<file path="src/rtl/lsu_pkg.sv">
// rtl/lsu_pkg.sv - shared constants, state encoding and op-legality helper for the LSU
package lsu_pkg;

  localparam int DEFAULT_TIMEOUT_CYCLES = 255;

  localparam logic [2:0] F3_LB  = 3'b000;
  localparam logic [2:0] F3_LH  = 3'b001;
  localparam logic [2:0] F3_LW  = 3'b010;
  localparam logic [2:0] F3_LBU = 3'b100;
  localparam logic [2:0] F3_LHU = 3'b101;
  localparam logic [2:0] F3_SB  = 3'b000;
  localparam logic [2:0] F3_SH  = 3'b001;
  localparam logic [2:0] F3_SW  = 3'b010;

  typedef enum logic [1:0] {
    ST_IDLE = 2'd0,
    ST_REQ  = 2'd1,
    ST_RESP = 2'd2
  } lsu_state_e;

  // Stores only have SB/SH/SW; loads additionally have the unsigned byte/half forms.
  function automatic logic f3_illegal(input logic is_store, input logic [2:0] f3);
    if (is_store) begin
      return (f3 > F3_SW);
    end
    return (f3 == 3'b011) || (f3 == 3'b110) || (f3 == 3'b111);
  endfunction

endpackage

</file>
<file path="src/rtl/lsu_if.sv">
// rtl/lsu_if.sv - execute-stage request, memory bus and response signals of the LSU
interface lsu_if;

  logic        req_valid_w_i;
  logic        req_ready_w_o;
  logic [31:0] alu_res_w_i;
  logic [31:0] store_data_w_i;
  logic [2:0]  funct3_w_i;
  logic        is_store_w_i;

  logic        mem_req_w_o;
  logic        mem_we_w_o;
  logic [31:0] mem_addr_w_o;
  logic [31:0] mem_wdata_w_o;
  logic [3:0]  mem_be_w_o;
  logic        mem_ack_w_i;
  logic [31:0] mem_rdata_w_i;

  logic        rsp_valid_w_o;
  logic [31:0] rsp_data_w_o;
  logic        err_w_o;

  modport slave (
    input  req_valid_w_i, alu_res_w_i, store_data_w_i, funct3_w_i, is_store_w_i,
    input  mem_ack_w_i, mem_rdata_w_i,
    output req_ready_w_o, mem_req_w_o, mem_we_w_o, mem_addr_w_o, mem_wdata_w_o, mem_be_w_o,
    output rsp_valid_w_o, rsp_data_w_o, err_w_o
  );

  modport master (
    output req_valid_w_i, alu_res_w_i, store_data_w_i, funct3_w_i, is_store_w_i,
    output mem_ack_w_i, mem_rdata_w_i,
    input  req_ready_w_o, mem_req_w_o, mem_we_w_o, mem_addr_w_o, mem_wdata_w_o, mem_be_w_o,
    input  rsp_valid_w_o, rsp_data_w_o, err_w_o
  );

endinterface

</file>
<file path="src/rtl/lsu_align.sv">
// rtl/lsu_align.sv - store lane steering / byte enables and load byte-half extraction
module lsu_align
  import lsu_pkg::*;
(
  input  logic [1:0]  addr_lo,
  input  logic [2:0]  funct3,
  input  logic        is_store,
  input  logic [31:0] store_data,
  input  logic [31:0] rdata,
  output logic [3:0]  be,
  output logic [31:0] wdata,
  output logic [31:0] load_data,
  output logic        misaligned,
  output logic        illegal
);

  logic [31:0] rshift;

  always_comb begin
    be         = 4'b1111;
    wdata      = store_data;
    load_data  = '0;
    misaligned = 1'b0;
    illegal    = f3_illegal(is_store, funct3);
    // Selected byte/half lands in the low bits; half offsets are only 0 or 2 once aligned.
    rshift     = rdata >> {addr_lo, 3'b000};

    case (funct3[1:0])
      2'b01:   misaligned = addr_lo[0];
      2'b10:   misaligned = (addr_lo != 2'b00);
      default: misaligned = 1'b0;
    endcase

    if (is_store) begin
      case (funct3)
        F3_SB: begin
          be    = 4'b0001 << addr_lo;
          wdata = {4{store_data[7:0]}};
        end
        F3_SH: begin
          be    = 4'b0011 << addr_lo;
          wdata = {2{store_data[15:0]}};
        end
        default: begin
          be    = 4'b1111;
          wdata = store_data;
        end
      endcase
    end else begin
      case (funct3)
        F3_LB:   load_data = {{24{rshift[7]}}, rshift[7:0]};
        F3_LH:   load_data = {{16{rshift[15]}}, rshift[15:0]};
        F3_LBU:  load_data = {24'd0, rshift[7:0]};
        F3_LHU:  load_data = {16'd0, rshift[15:0]};
        F3_LW:   load_data = rdata;
        default: load_data = '0;
      endcase
    end
  end

endmodule

</file>
<file path="src/rtl/lsu.sv">
// rtl/lsu.sv - load/store unit: accepts one op, drives a single memory access, returns a response
module lsu
  import lsu_pkg::*;
#(
  parameter int TIMEOUT_CYCLES = DEFAULT_TIMEOUT_CYCLES
) (
  input logic   clk_w_i,
  input logic   rst_w_i,
  lsu_if.slave  bus
);

  localparam logic [7:0] TO_LAST = 8'(TIMEOUT_CYCLES - 1);

  lsu_state_e state, next_state;

  logic [31:0] addr_q;
  logic [31:0] store_data_q;
  logic [2:0]  funct3_q;
  logic        is_store_q;
  logic [7:0]  cnt_q;

  logic        mem_req_q;
  logic        mem_we_q;
  logic [31:0] mem_addr_q;
  logic [31:0] mem_wdata_q;
  logic [3:0]  mem_be_q;
  logic        rsp_valid_q;
  logic [31:0] rsp_data_q;
  logic        err_q;

  logic        accept;
  logic        bad_op;
  logic        ack_done;
  logic        timeout_hit;

  // In IDLE the aligner looks at the live request; afterwards at the captured op.
  logic [31:0] addr_sel;
  logic [31:0] store_data_sel;
  logic [2:0]  funct3_sel;
  logic        is_store_sel;

  logic [3:0]  al_be;
  logic [31:0] al_wdata;
  logic [31:0] al_load_data;
  logic        al_misaligned;
  logic        al_illegal;

  assign addr_sel       = (state == ST_IDLE) ? bus.alu_res_w_i    : addr_q;
  assign store_data_sel = (state == ST_IDLE) ? bus.store_data_w_i : store_data_q;
  assign funct3_sel     = (state == ST_IDLE) ? bus.funct3_w_i     : funct3_q;
  assign is_store_sel   = (state == ST_IDLE) ? bus.is_store_w_i   : is_store_q;

  lsu_align u_align (
    .addr_lo    (addr_sel[1:0]),
    .funct3     (funct3_sel),
    .is_store   (is_store_sel),
    .store_data (store_data_sel),
    .rdata      (bus.mem_rdata_w_i),
    .be         (al_be),
    .wdata      (al_wdata),
    .load_data  (al_load_data),
    .misaligned (al_misaligned),
    .illegal    (al_illegal)
  );

  always_ff @(posedge clk_w_i) begin
    if (rst_w_i) begin
      state <= ST_IDLE;
    end else begin
      state <= next_state;
    end
  end

  always_comb begin
    next_state  = state;
    accept      = 1'b0;
    bad_op      = al_misaligned | al_illegal;
    ack_done    = 1'b0;
    timeout_hit = 1'b0;
    case (state)
      ST_IDLE: begin
        accept = bus.req_valid_w_i;
        if (accept) begin
          next_state = bad_op ? ST_RESP : ST_REQ;
        end
      end
      ST_REQ: begin
        // Ack has priority over a timeout landing in the same cycle.
        ack_done    = bus.mem_ack_w_i;
        timeout_hit = !bus.mem_ack_w_i && (cnt_q == TO_LAST);
        if (ack_done || timeout_hit) begin
          next_state = ST_RESP;
        end
      end
      ST_RESP: next_state = ST_IDLE;
      default: next_state = ST_IDLE;
    endcase
  end

  always_ff @(posedge clk_w_i) begin
    if (rst_w_i) begin
      addr_q       <= '0;
      store_data_q <= '0;
      funct3_q     <= '0;
      is_store_q   <= 1'b0;
      cnt_q        <= '0;
      mem_req_q    <= 1'b0;
      mem_we_q     <= 1'b0;
      mem_addr_q   <= '0;
      mem_wdata_q  <= '0;
      mem_be_q     <= '0;
      rsp_valid_q  <= 1'b0;
      rsp_data_q   <= '0;
      err_q        <= 1'b0;
    end else begin
      rsp_valid_q <= 1'b0;
      rsp_data_q  <= '0;
      err_q       <= 1'b0;

      if (accept) begin
        addr_q       <= bus.alu_res_w_i;
        store_data_q <= bus.store_data_w_i;
        funct3_q     <= bus.funct3_w_i;
        is_store_q   <= bus.is_store_w_i;
        cnt_q        <= '0;
        if (bad_op) begin
          rsp_valid_q <= 1'b1;
          err_q       <= 1'b1;
        end else begin
          mem_req_q   <= 1'b1;
          mem_we_q    <= bus.is_store_w_i;
          mem_addr_q  <= {bus.alu_res_w_i[31:2], 2'b00};
          mem_wdata_q <= al_wdata;
          mem_be_q    <= al_be;
        end
      end

      if (ack_done) begin
        mem_req_q   <= 1'b0;
        mem_we_q    <= 1'b0;
        rsp_valid_q <= 1'b1;
        rsp_data_q  <= is_store_q ? 32'd0 : al_load_data;
      end else if (timeout_hit) begin
        mem_req_q   <= 1'b0;
        mem_we_q    <= 1'b0;
        rsp_valid_q <= 1'b1;
        err_q       <= 1'b1;
      end else if (state == ST_REQ) begin
        cnt_q <= cnt_q + 8'd1;
      end
    end
  end

  assign bus.req_ready_w_o = (state == ST_IDLE);
  assign bus.mem_req_w_o   = mem_req_q;
  assign bus.mem_we_w_o    = mem_we_q;
  assign bus.mem_addr_w_o  = mem_addr_q;
  assign bus.mem_wdata_w_o = mem_wdata_q;
  assign bus.mem_be_w_o    = mem_be_q;
  assign bus.rsp_valid_w_o = rsp_valid_q;
  assign bus.rsp_data_w_o  = rsp_data_q;
  assign bus.err_w_o       = err_q;

endmodule

</file>
<file path="src/flat_wrapper.sv">
// flat-port wrapper written by rule: the top's interface ports become plain ports
module lsu_flat import lsu_pkg::*;
#(
  parameter int TIMEOUT_CYCLES = DEFAULT_TIMEOUT_CYCLES
)
  (clk_w_i, rst_w_i, bus_req_valid_w_i, bus_alu_res_w_i, bus_store_data_w_i, bus_funct3_w_i, bus_is_store_w_i, bus_mem_ack_w_i, bus_mem_rdata_w_i, bus_req_ready_w_o, bus_mem_req_w_o, bus_mem_we_w_o, bus_mem_addr_w_o, bus_mem_wdata_w_o, bus_mem_be_w_o, bus_rsp_valid_w_o, bus_rsp_data_w_o, bus_err_w_o);
  lsu_if bus_i ();
  input logic clk_w_i;
  input logic rst_w_i;
  input wire logic [$bits(bus_i.req_valid_w_i)-1:0] bus_req_valid_w_i;
  input wire logic [$bits(bus_i.alu_res_w_i)-1:0] bus_alu_res_w_i;
  input wire logic [$bits(bus_i.store_data_w_i)-1:0] bus_store_data_w_i;
  input wire logic [$bits(bus_i.funct3_w_i)-1:0] bus_funct3_w_i;
  input wire logic [$bits(bus_i.is_store_w_i)-1:0] bus_is_store_w_i;
  input wire logic [$bits(bus_i.mem_ack_w_i)-1:0] bus_mem_ack_w_i;
  input wire logic [$bits(bus_i.mem_rdata_w_i)-1:0] bus_mem_rdata_w_i;
  output wire logic [$bits(bus_i.req_ready_w_o)-1:0] bus_req_ready_w_o;
  output wire logic [$bits(bus_i.mem_req_w_o)-1:0] bus_mem_req_w_o;
  output wire logic [$bits(bus_i.mem_we_w_o)-1:0] bus_mem_we_w_o;
  output wire logic [$bits(bus_i.mem_addr_w_o)-1:0] bus_mem_addr_w_o;
  output wire logic [$bits(bus_i.mem_wdata_w_o)-1:0] bus_mem_wdata_w_o;
  output wire logic [$bits(bus_i.mem_be_w_o)-1:0] bus_mem_be_w_o;
  output wire logic [$bits(bus_i.rsp_valid_w_o)-1:0] bus_rsp_valid_w_o;
  output wire logic [$bits(bus_i.rsp_data_w_o)-1:0] bus_rsp_data_w_o;
  output wire logic [$bits(bus_i.err_w_o)-1:0] bus_err_w_o;
  assign bus_i.req_valid_w_i = bus_req_valid_w_i;
  assign bus_i.alu_res_w_i = bus_alu_res_w_i;
  assign bus_i.store_data_w_i = bus_store_data_w_i;
  assign bus_i.funct3_w_i = bus_funct3_w_i;
  assign bus_i.is_store_w_i = bus_is_store_w_i;
  assign bus_i.mem_ack_w_i = bus_mem_ack_w_i;
  assign bus_i.mem_rdata_w_i = bus_mem_rdata_w_i;
  assign bus_req_ready_w_o = bus_i.req_ready_w_o;
  assign bus_mem_req_w_o = bus_i.mem_req_w_o;
  assign bus_mem_we_w_o = bus_i.mem_we_w_o;
  assign bus_mem_addr_w_o = bus_i.mem_addr_w_o;
  assign bus_mem_wdata_w_o = bus_i.mem_wdata_w_o;
  assign bus_mem_be_w_o = bus_i.mem_be_w_o;
  assign bus_rsp_valid_w_o = bus_i.rsp_valid_w_o;
  assign bus_rsp_data_w_o = bus_i.rsp_data_w_o;
  assign bus_err_w_o = bus_i.err_w_o;
  lsu #(.TIMEOUT_CYCLES(TIMEOUT_CYCLES)) u_core (.clk_w_i(clk_w_i), .rst_w_i(rst_w_i), .bus(bus_i));
endmodule
</file>
<file path="config.mk">
export PLATFORM = sky130hd
export DESIGN_NAME = lsu_flat
export DESIGN_NICKNAME = d
export VERILOG_FILES = /design/src/rtl/lsu_pkg.sv /design/src/rtl/lsu_if.sv /design/src/rtl/lsu_align.sv /design/src/rtl/lsu.sv /design/src/flat_wrapper.sv
export SDC_FILE = /design/constraint.sdc
export NUM_CORES = 1
export LEC_CHECK = 0
export ABC_AREA = 1
export CAP_MARGIN = 20
export CORE_MARGIN = 2
export CORE_UTILIZATION = 49
export DETAILED_ROUTE_END_ITERATION = 10
export GPL_TIMING_DRIVEN = 0
export PLACE_DENSITY_LB_ADDON = 0.08
export SLEW_MARGIN = 25
export SYNTH_ARGS = -nofsm -noshare
export SYNTH_HDL_FRONTEND = slang
export SYNTH_SLANG_ARGS = --single-unit
</file>
<file path="constraint.sdc">
create_clock -name clk_w_i -period 2.87 [get_ports clk_w_i]
set_input_delay 0.4305 -clock clk_w_i [delete_from_list [all_inputs] [get_ports clk_w_i]]
set_output_delay 0.4305 -clock clk_w_i [all_outputs]
set_load 0.02 [all_outputs]
</file>
==> results.cfg <==
[place]
dpl.hpwl_um = 15980
dp_cells = 1563
gp_congestion = 0.9203
port_buffers = 206
dpl_worst_slack_ns = -0.5185

[die]
ioPinCount = 209
initial_core_util_pct = 49.72
die_x_um = 127.5
core_area_um2 = 15030
die_h_um = 127.5
core.rowCount = 45
die_area_um2 = 16260

[flow_run]
cap_violations = 0

[yosys]
synth_warnings = 0
synth_top_area_share_pct = 40.17
ys_seq_area_share_pct = 40.17
synth_edf_count = 0
syn_inst = 1168
synth_ff_type = dfxtp_1
synthTopCellsByArea = dfxtp_1, nand2_1, inv_1, nor2_1, o21ai_0
synthArstFlopShare_pct = 0
postSynthAreaPerCell_um2 = 6.400
yosys-top-cells-count = nand2_1, inv_1, nor2_1
synth_top_area_cell = dfxtp_1
ys_types = 36
ys_seq_elements = 150
synth_most_common_cell = nand2_1
synthesis.area_um2 = 7475

[setup_path]
start_kind = flop
cp.required_ns = 3.23
cp.arrival_ns = 3.02
cpPeakStageDelay_ns = 0.33
critPathSlowestCell = dfxtp_1
crit_path_end_kind = flop
cp.buffers_inverters = 5
cp_top_family = buffers and inverters
path_cells = nor2_2, buf_6, buf_6, nand2_1, o21ai_1, inv_1, ha_1, inv_1, nand2_4, nand3_2, clkbuf_4, o211ai_1, nand2_1, nor2_1, nor2_1
path_class = reg -> reg
path_max_fanout = 19

[cts]
cts_buffer_depth = 2
cts_root_buffer = clkbuf_16
clkLatencyLatePin_ns = 0.43
clkSlewWorstSetupHoldPaths_ns = 0.06
post_cts_buffers = 0
numCtsBuffers = 17
htree_levels = 4
clock_sinks = 150
cts_tree = done

[grt]
grtUsageTotal_pct = 26.72
grt_pass1_vias = 6904
antenna_found_initial = 0
globalRouteOverflowTotal = 0
grt_first_pass_wirelength_um = 34440
grt_max_degree = 20

[timing]
slew_viol_final = 0
hold_viol = 0
setup_viol = 0
skew_ns = 0.01364
fin_ws_ns = 0.2077
fmaxAchievable_mhz = 375.6
relSlewSlack_pct = 47.43
worstMarginPinSlew_ns = 0.7802
period_needed_ns = 2.662
finalCritPeriodShare_pct = 92.76
rsz0062_at_grt = false

[routing]
drt_wl_total_um = 21570
drt-initial-drc-count = 498
vias_per_cell = 4.910
ant_nets = 0
drtPass1Iterations = 5
avgRoutedWirePerCell_um = 13.53
post-route-drc-count = 0
vias = 7827

[layout]
drive_gt1_share_pct = 6.401
area_growth_pct = 39.77
nets = 1503
n_antenna_cell = 0
fillerInstances = 1366
final_cells = 1594

[power_and_ir_drop]
power.leakage_uw = 0.005028
power_density_nw_per_um2 = 1065
peakVddDrop_uv = 547.1

[status]
outcome = finished clean

[min_path]
min_path_type = reg -> reg
==> flip-flops by register name, summed over array words and instances (netlist names) <==
register,flops
u_core.bus.mem_wdata_w_o,32
u_core.bus.rsp_data_w_o,32
u_core.store_data_q,32
u_core.bus.mem_addr_w_o,30
u_core.cnt_q,8
u_core.bus.mem_be_w_o,4
u_core.funct3_q,3
u_core.addr_q,2
u_core.state,2
u_core.bus.err_w_o,1
u_core.bus.mem_req_w_o,1
u_core.bus.mem_we_w_o,1
u_core.bus.rsp_valid_w_o,1
u_core.is_store_q,1
==> repair_timing <==
action | CTS | global route
resized for setup | 3 | 8
hold buffers | 0 | 0
endpoints found under the setup margin | 92 | 81
==> worst min-delay path: stages, from the launching register on <==
cell,delay [ns]
dfxtp_1,0.30
inv_1,0.06
a21oi_1,0.05
==> cell families (layout without fill, tap and decap cells) <==
group	after synthesis	after routing	share of synthesized area [%]
buffers and inverters	242	479	13.69
flip-flops	150	150	40.17
other	1	2	0.05017
adder cells (fa/ha/maj)	6	6	1.004
AO/OA/AOI/OAI	170	170	12.74
AND/OR/NAND/NOR	599	599	32.34
==> area by class of cell <==
type	instances	area (µm²)	share of cell area [%]
Buffer	62	356.6	3.413
Clock buffer	18	439.2	4.204
Clock inverter	14	220.2	2.108
Inverter	179	671.9	6.431
Multi-Input combinational cell	777	3460	33.11
Sequential cell	150	3003	28.74
Tap cell	188	235.2	2.252
Timing Repair Buffer	206	2062	19.74
==> path summary, 6_finish.rpt <==
check / start / end / slack [ns] / cells after the start
setup / recovery: u_core.state[0] / u_core.bus.mem_wdata_w_o[30] / 0.21 / 15
hold / removal: u_core.store_data_q[15] / u_core.store_data_q[15] / 0.45 / 2
setup reg to reg: u_core.state[0] / u_core.bus.mem_wdata_w_o[30] / 0.21 / 15
hold reg to reg: u_core.store_data_q[15] / u_core.store_data_q[15] / 0.45 / 2
==> placed cells by master (no fill, tap or decap), drive strengths merged <==
master / instances
dfxtp: 150
nor2: 163
clkinv: 6
nor4: 1
o31ai: 1
or2: 1
clkinvlp: 1
a31oi: 2
nand3: 56
conb: 2
ha: 6
clkbuf: 43
buf: 37
bufinv: 5
o21ai: 93
nand2: 372
a21boi: 1
a211oi: 8
a21oi: 47
o22ai: 1
inv: 181
nand4: 3
clkdlybuf4s50: 206
o211ai: 17
nor3: 3
==> power breakdown <==
part           internal, µW  switching (µW)
Combinational          2100            3750
Clock                  1570             934
Sequential             2570             199
==> metrics by stage <==
stage	utilization (%)	instance area (µm²)	hold WS, ns	TNS (ns)	power, µW
final	69.50	10450	0.4510	0	11120
after detailed placement	65.03	9776	0.4404	-23.26	8550
after floorplan	-	7478	0.4245	0	6732
after CTS	69.40	10430	0.4488	0	11080
after global routing	69.50	10450	0.4638	0	12000
after global placement	65.03	9776	0.4339	-22.54	8480
==> routing by layer <==
metal	vias up	wire [µm]	global-route usage, %
li1	4019	-	-
met5	-	0	0
met3	44	1496	5.528
met4	0	543	10.99
met2	301	9490	40.89
met1	3463	10040	36.80
No activity file was read; power rests on OpenSTA's default activity.
